==> src/rtl/ahb_uart_tx.sv <==
// ahb_uart_tx: AHB-Lite slave UART transmitter with a small transmit FIFO.
//
// Bytes written to DATA are queued in a circular FIFO and shifted out on tx as
// 8N1 frames (start, 8 data bits LSB first, stop). The bit period comes from
// the BAUD register and is sampled when each frame starts.
//
// Register map (offset = haddr - START_ADDR, decoded on bits [3:2]):
//   0x0 DATA   : write pushes hwdata[7:0]; reads 0
//   0x4 STATUS : {count[8:4], overflow[3], busy[2], empty[1], full[0]}
//   0x8 BAUD   : [15:0] bit period in HCLK cycles, minimum 2
//   0xC        : reads 0, writes ignored
//
// Ports:
//   HCLK, HRESETn            : clock, asynchronous active-low reset
//   haddr, hwdata, hwrite    : AHB address / write data / direction
//   hsel, htrans             : AHB slave select / transfer type
//   hsize, hburst, hprot,
//   hmastlock                : accepted, ignored
//   hrdata, hready, hresp    : AHB read data / ready (always 1) / resp (always OKAY)
//   tx                       : serial output, idle high
module ahb_uart_tx #(
   parameter logic [31:0] START_ADDR = 32'h8003_0000,
   parameter int unsigned FIFO_DEPTH = 8,
   parameter logic [15:0] DIV_RESET  = 16'd868
) (
   input  logic        HCLK,
   input  logic        HRESETn,
   input  logic [31:0] haddr,
   input  logic [31:0] hwdata,
   output logic [31:0] hrdata,
   input  logic        hwrite,
   input  logic        hsel,
   input  logic [1:0]  htrans,
   input  logic [2:0]  hsize,
   input  logic [2:0]  hburst,
   input  logic [3:0]  hprot,
   input  logic        hmastlock,
   output logic        hready,
   output logic        hresp,
   output logic        tx
);

   localparam int unsigned PW     = (FIFO_DEPTH > 1) ? $clog2(FIFO_DEPTH) : 1;
   localparam logic [4:0]  DEPTH5 = 5'(FIFO_DEPTH);

   typedef enum logic [1:0] {StIdle, StStart, StData, StStop} state_e;

   // ---------------- AHB address phase capture ----------------
   logic        w_valid;
   logic [31:0] w_off_full;
   logic        r_dp_valid;
   logic        r_dp_write;
   logic [1:0]  r_dp_off;

   assign w_valid    = hsel & htrans[1];
   assign w_off_full = haddr - START_ADDR;

   always_ff @(posedge HCLK or negedge HRESETn) begin
      if (!HRESETn) begin
         r_dp_valid <= 1'b0;
         r_dp_write <= 1'b0;
         r_dp_off   <= 2'd0;
      end else begin
         r_dp_valid <= w_valid;
         r_dp_write <= hwrite;
         r_dp_off   <= w_off_full[3:2];
      end
   end

   logic w_wr_data;
   logic w_wr_baud;
   logic w_rd_status;

   assign w_wr_data   = r_dp_valid &  r_dp_write & (r_dp_off == 2'd0);
   assign w_wr_baud   = r_dp_valid &  r_dp_write & (r_dp_off == 2'd2);
   assign w_rd_status = r_dp_valid & ~r_dp_write & (r_dp_off == 2'd1);

   // ---------------- Transmit FIFO ----------------
   logic [7:0]    r_mem [FIFO_DEPTH];
   logic [PW-1:0] r_wptr;
   logic [PW-1:0] r_rptr;
   logic [4:0]    r_count;
   logic          r_ovf;
   logic          w_full;
   logic          w_empty;
   logic          w_push;
   logic          w_pop;
   logic          w_ovf_set;

   assign w_full    = (r_count == DEPTH5);
   assign w_empty   = (r_count == 5'd0);
   // A pop in the same cycle frees a slot, so a push while full is still taken.
   assign w_push    = w_wr_data & (~w_full | w_pop);
   assign w_ovf_set = w_wr_data & w_full & ~w_pop;

   always_ff @(posedge HCLK) begin
      if (w_push) begin
         r_mem[r_wptr] <= hwdata[7:0];
      end
   end

   always_ff @(posedge HCLK or negedge HRESETn) begin
      if (!HRESETn) begin
         r_wptr  <= '0;
         r_rptr  <= '0;
         r_count <= 5'd0;
         r_ovf   <= 1'b0;
      end else begin
         if (w_push) r_wptr <= r_wptr + 1'b1;
         if (w_pop)  r_rptr <= r_rptr + 1'b1;
         case ({w_push, w_pop})
            2'b10:   r_count <= r_count + 5'd1;
            2'b01:   r_count <= r_count - 5'd1;
            default: r_count <= r_count;
         endcase
         // Set has priority over the read-to-clear of STATUS.
         if (w_ovf_set)        r_ovf <= 1'b1;
         else if (w_rd_status) r_ovf <= 1'b0;
      end
   end

   // ---------------- BAUD register ----------------
   logic [15:0] r_baud;

   always_ff @(posedge HCLK or negedge HRESETn) begin
      if (!HRESETn) begin
         r_baud <= DIV_RESET;
      end else if (w_wr_baud) begin
         r_baud <= (hwdata[15:0] < 16'd2) ? 16'd2 : hwdata[15:0];
      end
   end

   // ---------------- Shifter FSM ----------------
   state_e      r_state;
   state_e      w_state_nxt;
   logic [7:0]  r_shift;
   logic [7:0]  w_shift_nxt;
   logic [2:0]  r_bit_idx;
   logic [2:0]  w_bit_idx_nxt;
   logic [15:0] r_cnt;
   logic [15:0] w_cnt_nxt;
   logic [15:0] r_baud_lat;
   logic [15:0] w_baud_lat_nxt;
   logic        w_tx;
   logic        w_busy;

   always_ff @(posedge HCLK or negedge HRESETn) begin
      if (!HRESETn) begin
         r_state    <= StIdle;
         r_shift    <= 8'd0;
         r_bit_idx  <= 3'd0;
         r_cnt      <= 16'd0;
         r_baud_lat <= DIV_RESET;
      end else begin
         r_state    <= w_state_nxt;
         r_shift    <= w_shift_nxt;
         r_bit_idx  <= w_bit_idx_nxt;
         r_cnt      <= w_cnt_nxt;
         r_baud_lat <= w_baud_lat_nxt;
      end
   end

   always_comb begin
      w_state_nxt    = r_state;
      w_shift_nxt    = r_shift;
      w_bit_idx_nxt  = r_bit_idx;
      w_cnt_nxt      = r_cnt;
      w_baud_lat_nxt = r_baud_lat;
      w_pop          = 1'b0;
      w_tx           = 1'b1;

      // Bit-period countdown runs in every non-idle state.
      if (r_state != StIdle && r_cnt != 16'd0) begin
         w_cnt_nxt = r_cnt - 16'd1;
      end

      unique case (r_state)
         StIdle: begin
            w_tx = 1'b1;
            if (!w_empty) begin
               w_pop          = 1'b1;
               w_shift_nxt    = r_mem[r_rptr];
               w_baud_lat_nxt = r_baud;
               w_cnt_nxt      = r_baud - 16'd1;
               w_state_nxt    = StStart;
            end
         end
         StStart: begin
            w_tx = 1'b0;
            if (r_cnt == 16'd0) begin
               w_cnt_nxt     = r_baud_lat - 16'd1;
               w_bit_idx_nxt = 3'd0;
               w_state_nxt   = StData;
            end
         end
         StData: begin
            w_tx = r_shift[r_bit_idx];
            if (r_cnt == 16'd0) begin
               w_cnt_nxt = r_baud_lat - 16'd1;
               if (r_bit_idx == 3'd7) begin
                  w_state_nxt = StStop;
               end else begin
                  w_bit_idx_nxt = r_bit_idx + 3'd1;
               end
            end
         end
         StStop: begin
            w_tx = 1'b1;
            if (r_cnt == 16'd0) begin
               if (!w_empty) begin
                  // Back-to-back frame: no idle gap after the stop bit.
                  w_pop          = 1'b1;
                  w_shift_nxt    = r_mem[r_rptr];
                  w_baud_lat_nxt = r_baud;
                  w_cnt_nxt      = r_baud - 16'd1;
                  w_state_nxt    = StStart;
               end else begin
                  w_state_nxt = StIdle;
               end
            end
         end
         default: begin
            w_state_nxt = StIdle;
         end
      endcase
   end

   assign w_busy = (r_state != StIdle);
   assign tx     = w_tx;

   // ---------------- AHB read data / response ----------------
   always_comb begin
      hrdata = 32'd0;
      if (r_dp_valid && !r_dp_write) begin
         unique case (r_dp_off)
            2'd1:    hrdata = {23'd0, r_count, r_ovf, w_busy, w_empty, w_full};
            2'd2:    hrdata = {16'd0, r_baud};
            default: hrdata = 32'd0;
         endcase
      end
   end

   assign hready = 1'b1;
   assign hresp  = 1'b0;

   logic w_unused;
   assign w_unused = ^{hsize, hburst, hprot, hmastlock, htrans[0], hwdata[31:16],
                       w_off_full[31:4], w_off_full[1:0]};

endmodule
==> config.mk <==
export PLATFORM = sky130hd
export DESIGN_NAME = ahb_uart_tx
export DESIGN_NICKNAME = d
export VERILOG_FILES = /design/src/rtl/ahb_uart_tx.sv
export SDC_FILE = /design/constraint.sdc
export NUM_CORES = 1
export LEC_CHECK = 0
export BUFFER_PORTS_ARGS = -buffer_cell sky130_fd_sc_hd__buf_2
export CAP_MARGIN = 40
export CORE_MARGIN = 2
export CORE_UTILIZATION = 30
export CTS_CLUSTER_SIZE = 28
export DETAILED_ROUTE_END_ITERATION = 8
export PLACE_DENSITY = 0.43
export SETUP_SLACK_MARGIN = 0.05
export SYNTH_ARGS = -nofsm -noshare
export SYNTH_HDL_FRONTEND = slang
export SYNTH_SLANG_ARGS = --single-unit
export TNS_END_PERCENT = 20
==> constraint.sdc <==
create_clock -name HCLK -period 3.5 [get_ports HCLK]
set_input_delay 0.175 -clock HCLK [delete_from_list [all_inputs] [get_ports HCLK]]
set_output_delay 0.175 -clock HCLK [all_outputs]
set_load 0.05 [all_outputs]
Yosys cells after proc, flatten, opt, wreduce, memory -nomap -nowiden --
Memory sizes are Yosys's and may differ from the RTL's. Cells that the tools add are included.
Word-level totals: memories 1, register bits after elaboration 77, input bits 81, output and inout bits 35, memory bits (writable) 64
Operators by class: $add $sub $neg 9, mux-type cells 36, equality and inequality tests 15, reductions and logical operators 18, bitwise gates (word level) 13, $lt $le $gt $ge 2
Memories:
- r_mem | depth 8, bits a word 8, rd ports 1, clocked after memory_dff 0, write ports 1, RTL line 79 | logic [7:0] r_mem [FIFO_DEPTH];
Operator list (number):
- two-way mux 16 bit | 8
- one-hot mux 16 bit (2 select lines) | 2
- one-hot mux 16 bit (3 select lines) | 1
- subtractor 16 x 1 -> 16 bit, second input constant | 3
- logical NOT 16 bit | 1
- < comparator 16 x 2 -> 1 bit, second input constant | 1
- two-way mux 8 bit | 2
- one-hot mux 8 bit (2 select lines) | 1
- nonzero test 16 bit | 1
- inequality test 2 bit, second input constant | 6
- two-way mux 2 bit | 5
- one-hot mux 5 bit (2 select lines) | 1
- nonzero test 2 bit | 5
- adder 3 x 1 -> 3 bit, second input constant | 3
- bitwise AND 1 bit | 9
- two-way mux 3 bit | 3
- equality test 2 bit, second input constant | 4
- two-way mux 1 bit | 8
- one-hot mux 2 bit (4 select lines) | 1
- equality test 2 x 1 -> 1 bit, second input constant | 3
- one-hot mux 3 bit (2 select lines) | 1
- adder 5 x 1 -> 5 bit, second input constant | 1
- equality test 5 x 4 -> 1 bit, second input constant | 1
- logical NOT 5 bit | 1
- 16 further kinds | 21

Longest topological paths before layout --
depth in word-level cells 8, gate-level depth with buffers 14, depth with buffers taken out 13

Worst setup path after synthesis --
OpenSTA, ideal clock, no wires.
path kind flip-flop to flip-flop, from register r_cnt[7], to memory r_mem[0][0], enable pin, path slack 0.751 ns, period minus slack after synthesis 2.749 ns, arrival time 2.354 ns, stages on the path, launching flop included 8, path through dfrtp_1 nor4_4 and3_1 buf_4 a31oi_4 nor3_4 o21ai_2 nor4_1
Between the ends: word-level cells in the longest chain between the ends 7
Ends and longest elaborated chain:
- start: declaration | RTL line 140 | logic [15:0] r_cnt;
- start signal: assignment | RTL line 158 | r_cnt <= w_cnt_nxt;
- logical NOT 16 bit | RTL line 209 | if (r_cnt == 16'd0) begin
- two-way mux 1 bit | RTL line 209
- one-hot mux 1 bit (2 select lines) | RTL line 177 | unique case (r_state)
- OR 1 bit | RTL line 93 | assign w_push = w_wr_data & (~w_full | w_pop);
- bitwise AND 1 bit | RTL line 93
- two-way mux 1 bit | RTL line 97 | if (w_push) begin
- two-way mux 1 bit (not written as such) | RTL line 98 | r_mem[r_wptr] <= hwdata[7:0];
- end: declaration | RTL line 79
No other way between the ends.

Final worst setup path --
from register r_state[0], to register r_cnt[11]
Between the ends: word-level cells in the longest chain between the ends 6, elaborated cells between the ends (all ways) 12, those cells by class eq/ne (3); mux (5); reduce/logical (4)
Ends and longest elaborated chain:
- start: declaration | RTL line 134 | state_e r_state;
- start signal: assignment | RTL line 149 | r_state <= StIdle;
- start signal: assignment | RTL line 155 | r_state <= w_state_nxt;
- nonzero test 2 bit | RTL line 173 | if (r_state != StIdle && r_cnt != 16'd0) begin
- logical AND 1 bit | RTL line 173
- two-way mux 16 bit | RTL line 173
- two-way mux 16 bit | RTL line 180, 210
- two-way mux 16 bit | RTL line 209
- one-hot mux 16 bit (3 select lines) * | RTL line 177
- via w_cnt_nxt[11] | RTL line 141 | logic [15:0] w_cnt_nxt;
The timed path passes the listed nets; every way through them passes the cells marked *. A chain may end at the register's enable or synchronous reset.

==> out/summary.md <==
The total number of yosys warnings is 0, and the routed wire length is 19600 um. The post-CTS clock slew at the launch and capture registers of the worst setup and hold paths was 0.06 ns; the final weighted congestion in routability-driven placement was 0.790. Entering global routing, the biggest net connects 54 pins. Cell at the slowest stage of the critical path: a31oi_1. Traced cell by cell, the critical path runs through inv_1 > ha_1 > clkinv_1 > a31oi_1 > o22ai_1 > a21o_1. edfxtp_1 takes more of the synthesized area than any other cell.

For flop-to-flop paths, the worst setup slack is 0.73 ns. The part of the Yosys area used for sequential elements was 50.5%; the floorplan core area was 25100 um^2. After global routing the overflow that remains totals 0. The transition time at the pin with the least slew margin was 0.817 ns. In the global route stage, overall resource usage came out at 15.5%.

The synthesized design devotes to its leading area cell type 25.2% of total area. The analysis attributes to cell leakage a power of 0.00336 uW. Measured along the x axis, the die boundary spans 164 um.

The area growth from synthesis to layout is 15.6%, and the proportion of synthesized area in mux cells is 12.5%. The area of the mapped netlist is 7640 um^2, and the number of cells on the worst reg-to-reg path is 6. In this run the clock root is driven by a clkbuf_16.

In this design, the stage delay of the slowest critical-path cell is 0.78 ns. The count of buffers added on input and output ports is 39. The first-pass detailed-route iteration total was 4; the post-synthesis average cell area was 11.7 um^2.

Number of slew-limit violations in the final report: 0. IR analysis of the VDD net gives a maximum drop of 0.000329 V. CTS built an H-tree with a depth of 4. The final number of hold-violating endpoints is 0. Final number of setup-violating endpoints: 0. The total power of the final layout came out at 7520 uW. The most used flip-flop cell after synthesis is dfrtp_1. For the first-pass GRT wire length, the log shows 31400 um. TritonCTS created 17 clock buffers.

The number of distinct library cells after synthesis came out at 75. The die boundary height is 164 um. Combinational family with the most area after synthesis: simple AND/OR/NAND/NOR gates.

The worst setup path is captured at a flop. The total clock sinks was 141. Critical path launch point: r_state[0].

The maximum fanout along the worst path is 9. The tools report the buffer levels on the longest clock path as 2. The logs give 798 for the number of nets in the layout and 14000 um for the final HPWL from detailed placement. The die outline area was 26800 um^2; the share of post-route cells with drive strength above 1 was 24.1%. The tools report the iteration-0 DRC count of the detailed router as 336.

The number of stages on the worst hold path works out to 2. Count of unresolved DRC violations after routing: 0. The critical path is of the flop to flop type. In this run the critical register-to-register path is captured at r_cnt[11]. Setup repair after global routing left no endpoint under its margin. Derived from the worst setup path, the maximum achievable clock frequency is 0.361 GHz. The run finished with clean final reports. The synthesis-stage register bit count was 141; the data required time of the worst path was 3.80 ns. The wire length per cell came out at 18.8 um. The logs give 0.42 ns for the latest clock arrival within the worst-skew pair and 652 for the number of cells produced by synthesis.

The number of antenna violations at the first check in global routing was 0; the count of vias placed by the detailed router was 5220. The tools report the worst setup path endpoint as r_cnt[11]. The run gives 116 as the I/O pin total.

The data arrival time at the worst-slack endpoint came out at 3.07 ns. The kind of path behind the tightest hold check is primary input to flop. In the routed layout, each cell is associated on average with a via count of 5.00. The post-synthesis share of cell area spent on xor and xnor gates came out at 5.05%. Headroom to the max-slew limit came out at 45.5%. Summing the areas of all and, or, nand and nor instances in the mapped netlist gives 13.3% of the synthesized area. The starting density of the core is 30.4%, and the total of max-cap violations is 0.

The run gives 0.0102 ns as the final worst clock skew. The final critical path takes up 79.1% of the cycle. Setup total negative slack: 0 ns. The most common cell in the synthesized netlist is dfrtp_1.

The number of synthesized flops with an enable pin is 64, and the proportion of register bits with asynchronous set or reset after synthesis is 54.6%. TritonCTS built the clock tree. Yosys attributes the largest share of cell area to edfxtp_1 (25%), dfrtp_1 (22%), mux4_2 (5.3%).

The clock period minus worst slack is 2.77 ns. The antenna diode count was 0. In this run the remaining antenna-violating nets after routing total 0. The fraction of the mapped netlist area in compound gates was 10.9%; the via count of the first global-routing pass was 5385.

Row generation in the floorplan step produced 58 rows. For this design the ratio of total power to cell area is 851 nW/um^2. Launching element type of the critical path: a flop.

By count the netlist is led by dfrtp_1 (67), edfxtp_1 (64), nor2_1 (50), nand2_1 (42), mux2_2 (32). After Yosys synthesis, full adders, half adders and majority gates account for 2.62% of the synthesized area. The worst register-to-register path begins at r_state[0].
power by group:
group          leakage, uW  total [uW]  switching, uW  internal (uW)
clock             0.000267        1730            795            936
combinational      0.00159        3020           1660           1360
sequential         0.00150        2760            617           2150
total              0.00336        7520           3080           4440
stage by stage:
stage | hold slack [ns] | utilization, % | area (um^2) | worst slack, ns | cells
floorplan | -0.121 | - | 7700 | 0.751 | 668
global placement | 0.285 | 32.5 | 8160 | 0.741 | 1002
detailed placement | 0.112 | 32.6 | 8200 | 0.748 | 1004
CTS | 0.00257 | 35.2 | 8830 | 0.725 | 1044
global route | 0.00413 | 35.2 | 8830 | 0.551 | 1044
finish | 0.0129 | 35.2 | 8830 | 0.731 | 1044
cell type report:
class                   count  area (um^2)
clock inverters            14          124
clock buffers              18          429
repair buffers             72          488
multi-input cells         454         3460
inverters                  15         56.3
flip-flops and latches    141         3860
fillers                  2533        16300
well taps                 330          413
how the worst min path moves through the flow:
stage                     from          to
floorplan              HRESETn   r_baud[0]
global placement        hwrite  r_dp_write
detailed placement     HRESETn  r_dp_write
CTS                 hwdata[10]  r_baud[10]
global route        hwdata[12]  r_baud[12]
finish              hwdata[10]  r_baud[10]
cells by family (layout without fill, tap and decap cells):
logic type,Yosys count,in the layout
other cells,2,18
mux,69,69
simple gates,186,186
fa+ha+maj,16,16
flops,141,141
buf+inv,73,119
compound gates,121,121
xor+xnor,44,44
registers in the layout, indices dropped and copies added (netlist names):
name / count
r_baud: 16
r_baud_lat: 16
r_bit_idx: 3
r_cnt: 16
r_count: 5
r_dp_off: 2
r_dp_valid: 1
r_dp_write: 1
r_mem: 64
r_ovf: 1
r_rptr: 3
r_shift: 8
r_state: 2
r_wptr: 3
cells in the final DEF, fill, tap and decap left out, types with 5 or more instances in the layout:
cell type	instances
xnor2_1	27
nor3_1	17
o21ai_0	27
mux2_2	32
xor2_1	17
o22ai_1	7
inv_1	13
and3_1	9
conb_1	18
nand2_1	42
a22o_1	6
clkbuf_16	17
edfxtp_1	64
a31oi_1	6
nand3_1	7
dfstp_2	10
a21oi_1	26
nand4_1	5
nand2b_1	5
nor2_1	50
a22oi_1	11
o211ai_1	6
ha_1	16
dlygate4sd3_1	8
buf_4	24
buf_2	38
dfrtp_1	67
mux2i_1	18
mux4_2	18
nor4_1	16
inv_8	5
worst max-delay path: cells and delay by family, from the launching register on:
| kind | cells | cell delay [ns] |
|---|---|---|
| adder cells (fa/ha/maj) | 1 | 0.41 |
| flip-flops | 1 | 0.44 |
| AO/OA/AOI/OAI | 3 | 1.22 |
| buffers and inverters | 2 | 0.58 |
repair_timing:
| action | 4_1_cts | 5_1_grt |
|---|---|---|
| hold buffers | 8 | 0 |
| buffers inserted | 0 | 0 |
| hold endpoints to repair | 30 | 0 |
| resized for setup | 0 | 0 |
per-layer routing:
metal  track usage, %  vias up  routed length, um
met5                0        -                  0
met4             3.91        0                216
met3             3.12       18                746
met2             25.1       99               9410
met1             21.3     2600               9240
li1                 -     2503                  -
(Power assumes the default switching activity.)
